File: config.mk
export PLATFORM = sky130hd
export DESIGN_NAME = alu_issue_flat
export DESIGN_NICKNAME = d
export VERILOG_FILES = /design/src/rtl/alu_pkg.sv /design/src/rtl/alu_issue_if.sv /design/src/rtl/alu_regfile.sv /design/src/rtl/alu_issue.sv /design/src/flat_wrapper.sv
export SDC_FILE = /design/constraint.sdc
export NUM_CORES = 1
export LEC_CHECK = 0
export CORE_MARGIN = 1.5
export CORE_UTILIZATION = 38
export DETAILED_ROUTE_END_ITERATION = 6
export GPL_TIMING_DRIVEN = 0
export PLACE_DENSITY = 0.57
export RECOVER_POWER = 50
export SLEW_MARGIN = 0
export SYNTH_ARGS = -nofsm -noshare
export SYNTH_HDL_FRONTEND = slang
export SYNTH_SLANG_ARGS = --single-unit
File: constraint.sdc
create_clock -name clk -period 1.8 [get_ports clk]
set_clock_uncertainty 0.05 [all_clocks]
set_input_delay 0.36 -clock clk [delete_from_list [all_inputs] [get_ports clk]]
set_output_delay 0.36 -clock clk [all_outputs]
set_load 0.01 [all_outputs]
File: src/rtl/alu_pkg.sv
`default_nettype none
// +--------------------------------------------------------------------+
// | Package : alu_pkg                                                  |
// | Shared opcode encoding and issue-FSM state type for the ALU and    |
// | the alu_issue sequencer.                                           |
// | Rev 1.0 - initial release                                          |
// +--------------------------------------------------------------------+
package alu_pkg;

  localparam logic [3:0] OP_ADD  = 4'd0;
  localparam logic [3:0] OP_SUB  = 4'd1;
  localparam logic [3:0] OP_AND  = 4'd2;
  localparam logic [3:0] OP_OR   = 4'd3;
  localparam logic [3:0] OP_XOR  = 4'd4;
  localparam logic [3:0] OP_NOR  = 4'd5;
  localparam logic [3:0] OP_SLT  = 4'd6;
  localparam logic [3:0] OP_SLTU = 4'd7;
  localparam logic [3:0] OP_SHL  = 4'd8;
  localparam logic [3:0] OP_SHR  = 4'd9;
  localparam logic [3:0] OP_LAST = 4'd9;

  typedef enum logic [1:0] {
    S_IDLE = 2'd0,
    S_EXEC = 2'd1,
    S_WB   = 2'd2
  } state_t;

  // Opcodes above OP_LAST are reserved and get rejected at issue.
  function automatic logic op_is_legal(input logic [3:0] op);
    return (op <= OP_LAST);
  endfunction

endpackage
`default_nettype wire

File: src/rtl/alu_issue_if.sv
`default_nettype none
// +--------------------------------------------------------------------+
// | Interface : alu_issue_if                                           |
// | Instruction handshake, ALU operand/result and writeback bundle.    |
// | Optional macro ALU_ISSUE_IMM_EN adds instr_imm_sel / instr_imm.    |
// | Rev 1.0 - initial release                                          |
// +--------------------------------------------------------------------+
interface alu_issue_if #(
  parameter int NUM_REGS = 8
) ();

  logic                        instr_valid;
  logic                        instr_ready;
  logic [3:0]                  instr_op;
  logic [$clog2(NUM_REGS)-1:0] instr_rd;
  logic [$clog2(NUM_REGS)-1:0] instr_rs1;
  logic [$clog2(NUM_REGS)-1:0] instr_rs2;
`ifdef ALU_ISSUE_IMM_EN
  logic                        instr_imm_sel;
  logic [31:0]                 instr_imm;
`endif
  logic [31:0]                 alu_a;
  logic [31:0]                 alu_b;
  logic [3:0]                  alu_op;
  logic [31:0]                 alu_out;
  logic                        res_valid;
  logic [$clog2(NUM_REGS)-1:0] res_rd;
  logic [31:0]                 res_data;
  logic                        illegal;

  // Instruction source and ALU side
  modport master (
`ifdef ALU_ISSUE_IMM_EN
    output instr_imm_sel, instr_imm,
`endif
    output instr_valid, instr_op, instr_rd, instr_rs1, instr_rs2, alu_out,
    input  instr_ready, alu_a, alu_b, alu_op, res_valid, res_rd, res_data, illegal
  );

  // Issue sequencer side
  modport slave (
`ifdef ALU_ISSUE_IMM_EN
    input  instr_imm_sel, instr_imm,
`endif
    input  instr_valid, instr_op, instr_rd, instr_rs1, instr_rs2, alu_out,
    output instr_ready, alu_a, alu_b, alu_op, res_valid, res_rd, res_data, illegal
  );

endinterface
`default_nettype wire

File: src/rtl/alu_regfile.sv
`default_nettype none
// +--------------------------------------------------------------------+
// | Module : alu_regfile                                               |
// | Register file: two async operand reads, async debug read, one      |
// | synchronous write port. Register 0 is hardwired to zero.           |
// | Rev 1.0 - initial release                                          |
// +--------------------------------------------------------------------+
module alu_regfile #(
  parameter int NUM_REGS = 8
) (
  input  logic                        clk,
  input  logic                        reset,
  input  logic                        i_we,
  input  logic [$clog2(NUM_REGS)-1:0] i_waddr,
  input  logic [31:0]                 i_wdata,
  input  logic [$clog2(NUM_REGS)-1:0] i_raddr_a,
  output logic [31:0]                 o_rdata_a,
  input  logic [$clog2(NUM_REGS)-1:0] i_raddr_b,
  output logic [31:0]                 o_rdata_b,
  input  logic [$clog2(NUM_REGS)-1:0] i_dbg_addr,
  output logic [31:0]                 o_dbg_data
);

  logic [31:0] r_mem [NUM_REGS];

  // Storage: cleared on reset, writes to register 0 are dropped
  always_ff @(posedge clk or negedge reset) begin
    if (!reset) begin
      for (int i = 0; i < NUM_REGS; i++) begin
        r_mem[i] <= '0;
      end
    end else if (i_we && (i_waddr != '0)) begin
      r_mem[i_waddr] <= i_wdata;
    end
  end

  // Register 0 is forced to zero on every read port
  assign o_rdata_a  = (i_raddr_a  == '0) ? '0 : r_mem[i_raddr_a];
  assign o_rdata_b  = (i_raddr_b  == '0) ? '0 : r_mem[i_raddr_b];
  assign o_dbg_data = (i_dbg_addr == '0) ? '0 : r_mem[i_dbg_addr];

endmodule
`default_nettype wire

File: src/rtl/alu_issue.sv
`default_nettype none
// +--------------------------------------------------------------------+
// | Module : alu_issue                                                 |
// | Serial single-issue sequencer for an external ALU: reads operands  |
// | from the register file, waits ALU_LAT cycles, writes back result.  |
// | Optional macro ALU_ISSUE_IMM_EN selects an immediate for alu_b.    |
// | Rev 1.0 - initial release                                          |
// +--------------------------------------------------------------------+
module alu_issue
  import alu_pkg::*;
#(
  parameter int NUM_REGS = 8,
  parameter int ALU_LAT  = 1
) (
  input  logic                        clk,
  input  logic                        reset,
  alu_issue_if.slave                  bus,
  input  logic [$clog2(NUM_REGS)-1:0] dbg_addr,
  output logic [31:0]                 dbg_data
);

  localparam int                 c_cnt_w    = (ALU_LAT > 1) ? $clog2(ALU_LAT) : 1;
  localparam logic [c_cnt_w-1:0] c_cnt_init = c_cnt_w'(ALU_LAT - 1);

  state_t             r_state;
  state_t             w_state_nxt;
  logic [c_cnt_w-1:0] r_cnt;
  logic               w_accept;
  logic               w_legal;
  logic               w_issue;
  logic               w_last;
  logic [31:0]        w_rs1_data;
  logic [31:0]        w_rs2_data;
  logic [31:0]        w_opb;

  // Ready is a pure function of the state, so accept is computed from the
  // state directly to keep it independent of the ready output path.
  assign w_accept = bus.instr_valid && (r_state == S_IDLE);
  assign w_legal  = op_is_legal(bus.instr_op);
  assign w_issue  = w_accept && w_legal;
  assign w_last   = (r_cnt == '0);

`ifdef ALU_ISSUE_IMM_EN
  assign w_opb = bus.instr_imm_sel ? bus.instr_imm : w_rs2_data;
`else
  assign w_opb = w_rs2_data;
`endif

  // res_valid is high exactly during WB, so it doubles as the write enable;
  // a reset during EXEC/WB clears it and no write happens.
  alu_regfile #(
    .NUM_REGS (NUM_REGS)
  ) u_regfile (
    .clk        (clk),
    .reset      (reset),
    .i_we       (bus.res_valid),
    .i_waddr    (bus.res_rd),
    .i_wdata    (bus.res_data),
    .i_raddr_a  (bus.instr_rs1),
    .o_rdata_a  (w_rs1_data),
    .i_raddr_b  (bus.instr_rs2),
    .o_rdata_b  (w_rs2_data),
    .i_dbg_addr (dbg_addr),
    .o_dbg_data (dbg_data)
  );

  // FSM state register
  always_ff @(posedge clk or negedge reset) begin
    if (!reset) begin
      r_state <= S_IDLE;
    end else begin
      r_state <= w_state_nxt;
    end
  end

  // FSM next state and ready decode
  always_comb begin
    w_state_nxt     = r_state;
    bus.instr_ready = 1'b0;
    case (r_state)
      S_IDLE: begin
        bus.instr_ready = 1'b1;
        if (w_issue) begin
          w_state_nxt = S_EXEC;
        end
      end
      S_EXEC: begin
        if (w_last) begin
          w_state_nxt = S_WB;
        end
      end
      S_WB: begin
        w_state_nxt = S_IDLE;
      end
      default: begin
        w_state_nxt = S_IDLE;
      end
    endcase
  end

  // Operand latch, latency counter, result capture and status pulses
  always_ff @(posedge clk or negedge reset) begin
    if (!reset) begin
      bus.alu_a     <= '0;
      bus.alu_b     <= '0;
      bus.alu_op    <= '0;
      bus.res_valid <= 1'b0;
      bus.res_rd    <= '0;
      bus.res_data  <= '0;
      bus.illegal   <= 1'b0;
      r_cnt         <= '0;
    end else begin
      bus.illegal   <= w_accept && !w_legal;
      bus.res_valid <= (r_state == S_EXEC) && w_last;
      if (w_issue) begin
        bus.alu_a  <= w_rs1_data;
        bus.alu_b  <= w_opb;
        bus.alu_op <= bus.instr_op;
        bus.res_rd <= bus.instr_rd;
        r_cnt      <= c_cnt_init;
      end else if ((r_state == S_EXEC) && !w_last) begin
        r_cnt <= r_cnt - 1'b1;
      end
      if ((r_state == S_EXEC) && w_last) begin
        bus.res_data <= bus.alu_out;
      end
    end
  end

endmodule
`default_nettype wire

File: src/flat_wrapper.sv
// flat-port wrapper written by rule: the top's interface ports become plain ports
module alu_issue_flat import alu_pkg::*;
#(
  parameter int NUM_REGS = 8,
  parameter int ALU_LAT  = 1
)
  (clk, reset, dbg_addr, dbg_data, bus_instr_valid, bus_instr_op, bus_instr_rd, bus_instr_rs1, bus_instr_rs2, bus_alu_out, bus_instr_ready, bus_alu_a, bus_alu_b, bus_alu_op, bus_res_valid, bus_res_rd, bus_res_data, bus_illegal);
  alu_issue_if #(.NUM_REGS(NUM_REGS)) bus_i ();
  input  logic clk;
  input  logic reset;
  input  logic [$clog2(NUM_REGS)-1:0] dbg_addr;
  output logic [31:0] dbg_data;
  input wire logic [$bits(bus_i.instr_valid)-1:0] bus_instr_valid;
  input wire logic [$bits(bus_i.instr_op)-1:0] bus_instr_op;
  input wire logic [$bits(bus_i.instr_rd)-1:0] bus_instr_rd;
  input wire logic [$bits(bus_i.instr_rs1)-1:0] bus_instr_rs1;
  input wire logic [$bits(bus_i.instr_rs2)-1:0] bus_instr_rs2;
  input wire logic [$bits(bus_i.alu_out)-1:0] bus_alu_out;
  output wire logic [$bits(bus_i.instr_ready)-1:0] bus_instr_ready;
  output wire logic [$bits(bus_i.alu_a)-1:0] bus_alu_a;
  output wire logic [$bits(bus_i.alu_b)-1:0] bus_alu_b;
  output wire logic [$bits(bus_i.alu_op)-1:0] bus_alu_op;
  output wire logic [$bits(bus_i.res_valid)-1:0] bus_res_valid;
  output wire logic [$bits(bus_i.res_rd)-1:0] bus_res_rd;
  output wire logic [$bits(bus_i.res_data)-1:0] bus_res_data;
  output wire logic [$bits(bus_i.illegal)-1:0] bus_illegal;
  assign bus_i.instr_valid = bus_instr_valid;
  assign bus_i.instr_op = bus_instr_op;
  assign bus_i.instr_rd = bus_instr_rd;
  assign bus_i.instr_rs1 = bus_instr_rs1;
  assign bus_i.instr_rs2 = bus_instr_rs2;
  assign bus_i.alu_out = bus_alu_out;
  assign bus_instr_ready = bus_i.instr_ready;
  assign bus_alu_a = bus_i.alu_a;
  assign bus_alu_b = bus_i.alu_b;
  assign bus_alu_op = bus_i.alu_op;
  assign bus_res_valid = bus_i.res_valid;
  assign bus_res_rd = bus_i.res_rd;
  assign bus_res_data = bus_i.res_data;
  assign bus_illegal = bus_i.illegal;
  alu_issue #(.NUM_REGS(NUM_REGS), .ALU_LAT(ALU_LAT)) u_core (.clk(clk), .reset(reset), .bus(bus_i), .dbg_addr(dbg_addr), .dbg_data(dbg_data));
endmodule
==> metrics <==
worst hold-check path type=primary input to register; Synth Area in Compound Gates=0.127; deepest clock path buffer count=3; RSZ-0062 raised after global routing=yes; top cell type's share of synthesized area=0.468; final setup vio count=287; Slew HR=0.410; Initial Util=0.383; multi-input logic area=9200 um^2; reg2reg setup slack=-0.17 ns; Core Util, Final=0.518; top cells by area, synth=dfrtp_1 47%, mux2_2 19%, mux2i_1 10%, mux4_2 4.2%, o22a_1 2.4%; synthesis-stage register bit count=332; XOR/XNOR Fraction of Synth Area=0; Mapped Avg Cell Area=12.9 um^2; synth cell count leaders=332 x dfrtp_1, 303 x mux2_2, 177 x mux2i_1; Top Layer Used=met5; worst slew pin tran=0.885 ns; max-cap violations=0; first-pass GRT wire length=100 mm; Power, Total=0.0353 W; fillcell total=4,124; crit path DAT=1.81 ns; static leakage=11.0 nW; count of different cell masters after synthesis=38; Comb pwr share=0.400; Clock Tree Root=clkbuf_16; Post-Synth Simple-Gate Area=0.0179; syn nets=1,428; ANT cells=0; vias=14.6k; die area=48,000 um^2; core area=46,400 um^2; Critical Path Source Type=register; DP Wirelength=43.4 mm; WL met3=5.96 mm; crit-path max FO=2; hold depth=3; CTS tree=built; Seq pwr share=0.368; synthesized cell area=17,800 um^2; multiplexer area fraction after synthesis=0.335; most common cell in the netlist=dfrtp_1; largest net degree at the start of global routing=97; reg2reg path depth=6; R2R Path End=u_core.u_regfile.r_mem[207]$_DFFE_PN0P_; Post-synth EDFFs=0; Final Hold Viols=0; Synth Flop Type=dfrtp_1; Hold Path End=u_core.bus.alu_op[0]$_DFFE_PN0P_; GRT overflow=0; Internal=0.0234 W; drt total wl=70.3 mm; CTS Sinks=332; RR Startpoint=u_core.bus.res_rd[0]$_DFFE_PN0P_; H-tree depth=2; post-synth top area cell=dfrtp_1; fin area=24,000 um^2; initial DRC count=1,211; Pins Over Slew Limit=0; area grow syn2layout=35.3%; pre-CTS setup slack=-1.34 ns; metal2 WL=31.8 mm; die span in y=219 um; register area share after synthesis=0.468; outcome=complete, but fails checks; register area=8350 um^2; Tmin final=2.22 ns; vias in the first global route=14.7k; sw power=0.0120 W; first-pass detailed-route iteration total=5; Post-Synth Adder-Cell Area=0; initial antenna violation count=1; Final WS setup=-0.425 ns; Post-DRT Antenna Nets=0; final net count=1,851; # port buffers=182; pwr dens=1470 nW/um^2; clock-pin slew on the worst setup and hold paths=0.06 ns; clock power share=0.232; Placement Cell Area=20,400 um^2; switch share=0.339; I/O pin total=189; Row Count=79; yosys synthesis warning count=0; GRT Util Overall=0.290; Placed Cells=2,169; Async S/R FF share, synth=1.00; Req. time, crit path=1.39 ns; final clock period utilization by the worst path=1.24; violated checks=negative setup slack; main combinational cell family by area after synthesis=multiplexers; fraction of layout cells with a size suffix above 1=0.481; min-delay src=bus_instr_op[0]; Post-Layout Cell Count=2,431; met1 WL=29.3 mm; critical path class=register to primary output; crit end category=primary output; wire per inst=28.9 um; Mapped Cells=1,377; drt via density=6.01; CTS buffer count=40; DRC viols=0; Worst-Skew Late Latency=0.56 ns; GPL Wtd Cong=0.880; highest clock rate=449 MHz; Max VDD drop=843 uV; die width=219 um
-- per-stage QoR --
stage               hold WS [ns]  setup TNS (ns)
floorplan                 0.0144          -0.425
global placement           0.409        -5048.91
detailed placement         0.272         -107.68
CTS                        0.278          -11.68
global route               0.318          -77.02
finish                     0.300          -31.18
-- worst max-delay path, cell delays in order (launching register included) --
cell     delay [ns]
dfrtp_1        0.39
mux4_2         0.51
nand2_2        0.09
o21ai_2        0.09
buf_2          0.17
-- worst max-delay path by stage --
stage / from / endpoint / slack, ns
floorplan: dbg_addr[1] / dbg_data[1] / -0.03
global placement: reset / u_core.u_regfile.r_mem[71]$_DFFE_PN0P_ / -14.91
detailed placement: dbg_addr[2] / dbg_data[0] / -1.34
CTS: u_core.u_regfile.r_mem[31]$_DFFE_PN0P_ / dbg_data[31] / -0.40
global route: u_core.u_regfile.r_mem[213]$_DFFE_PN0P_ / dbg_data[21] / -0.43
finish: u_core.u_regfile.r_mem[31]$_DFFE_PN0P_ / dbg_data[31] / -0.42
-- cells in the final DEF (no fill, tap or decap), types with 40 or more instances in the layout --
master / count
dfrtp_1: 300
mux2_2: 266
buf_4: 210
mux2i_1: 177
dlygate4sd2_1: 104
buf_2: 52
a21oi_1: 51
o22a_1: 48
o221ai_1: 47
a211oi_1: 43
clkbuf_16: 43
clkdlybuf4s50_1: 43
nand2_1: 40
-- flip-flops by register name (all words and copies together), names as in the netlist, 2 cells and up --
name	flops
u_core.bus.res_data	32
u_core.bus.alu_b	32
u_core.bus.res_rd	3
u_core.bus.alu_a	32
u_core.u_regfile.r_mem	224
u_core.bus.alu_op	4
u_core.r_state	2
-- power by group through the flow --
| stage | Sequential [W] | Clock [W] | Combinational, W |
|---|---|---|---|
| 2_1_floorplan | 0.0130 | 0 | 0.00632 |
| 3_5_place_dp | 0.0138 | 0 | 0.0103 |
| 5_1_grt | 0.0133 | 0.00856 | 0.0151 |
| 4_1_cts | 0.0128 | 0.00831 | 0.0131 |
| 6_report | 0.0130 | 0.00819 | 0.0141 |
| 3_3_place_gp | 0.0137 | 0 | 0.0101 |
-- kinds of logic (layout without fill, tap and decap cells) --
logic type,after synthesis,after routing
muxes,515,515
AOI/OAI and AO/OA,301,301
and+or+nand+nor,67,67
buffers and inverters,162,609
DFF,332,332
-- what timing repair did --
item / 4_1_cts / 5_1_grt
setup buffers: 151 / 42
hold buffers: 1 / 0
endpoints found under the setup margin: 383 / 383
cloned: 3 / 2
resized for setup: 455 / 97
pin swaps: 26 / 21
hold endpoints to repair: 54 / 0
-- area by class of cell --
class / instances / share of cell area
flip-flops and latches: 332 / 0.348
repair buffers: 382 / 0.134
clock inverters: 5 / 0.00328
plain buffers: 129 / 0.0449
inverters: 32 / 0.00500
well taps: 607 / 0.0316
clock buffers: 61 / 0.0504
multi-input cells: 883 / 0.383
-- layer usage --
metal | track usage | vias up
li1 | - | 6162
met1 | 0.388 | 7551
met2 | 0.447 | 720
met3 | 0.0692 | 178
met4 | 0.127 | 2
met5 | 0 | -
Note: power is estimated with default switching activity, not from simulation.
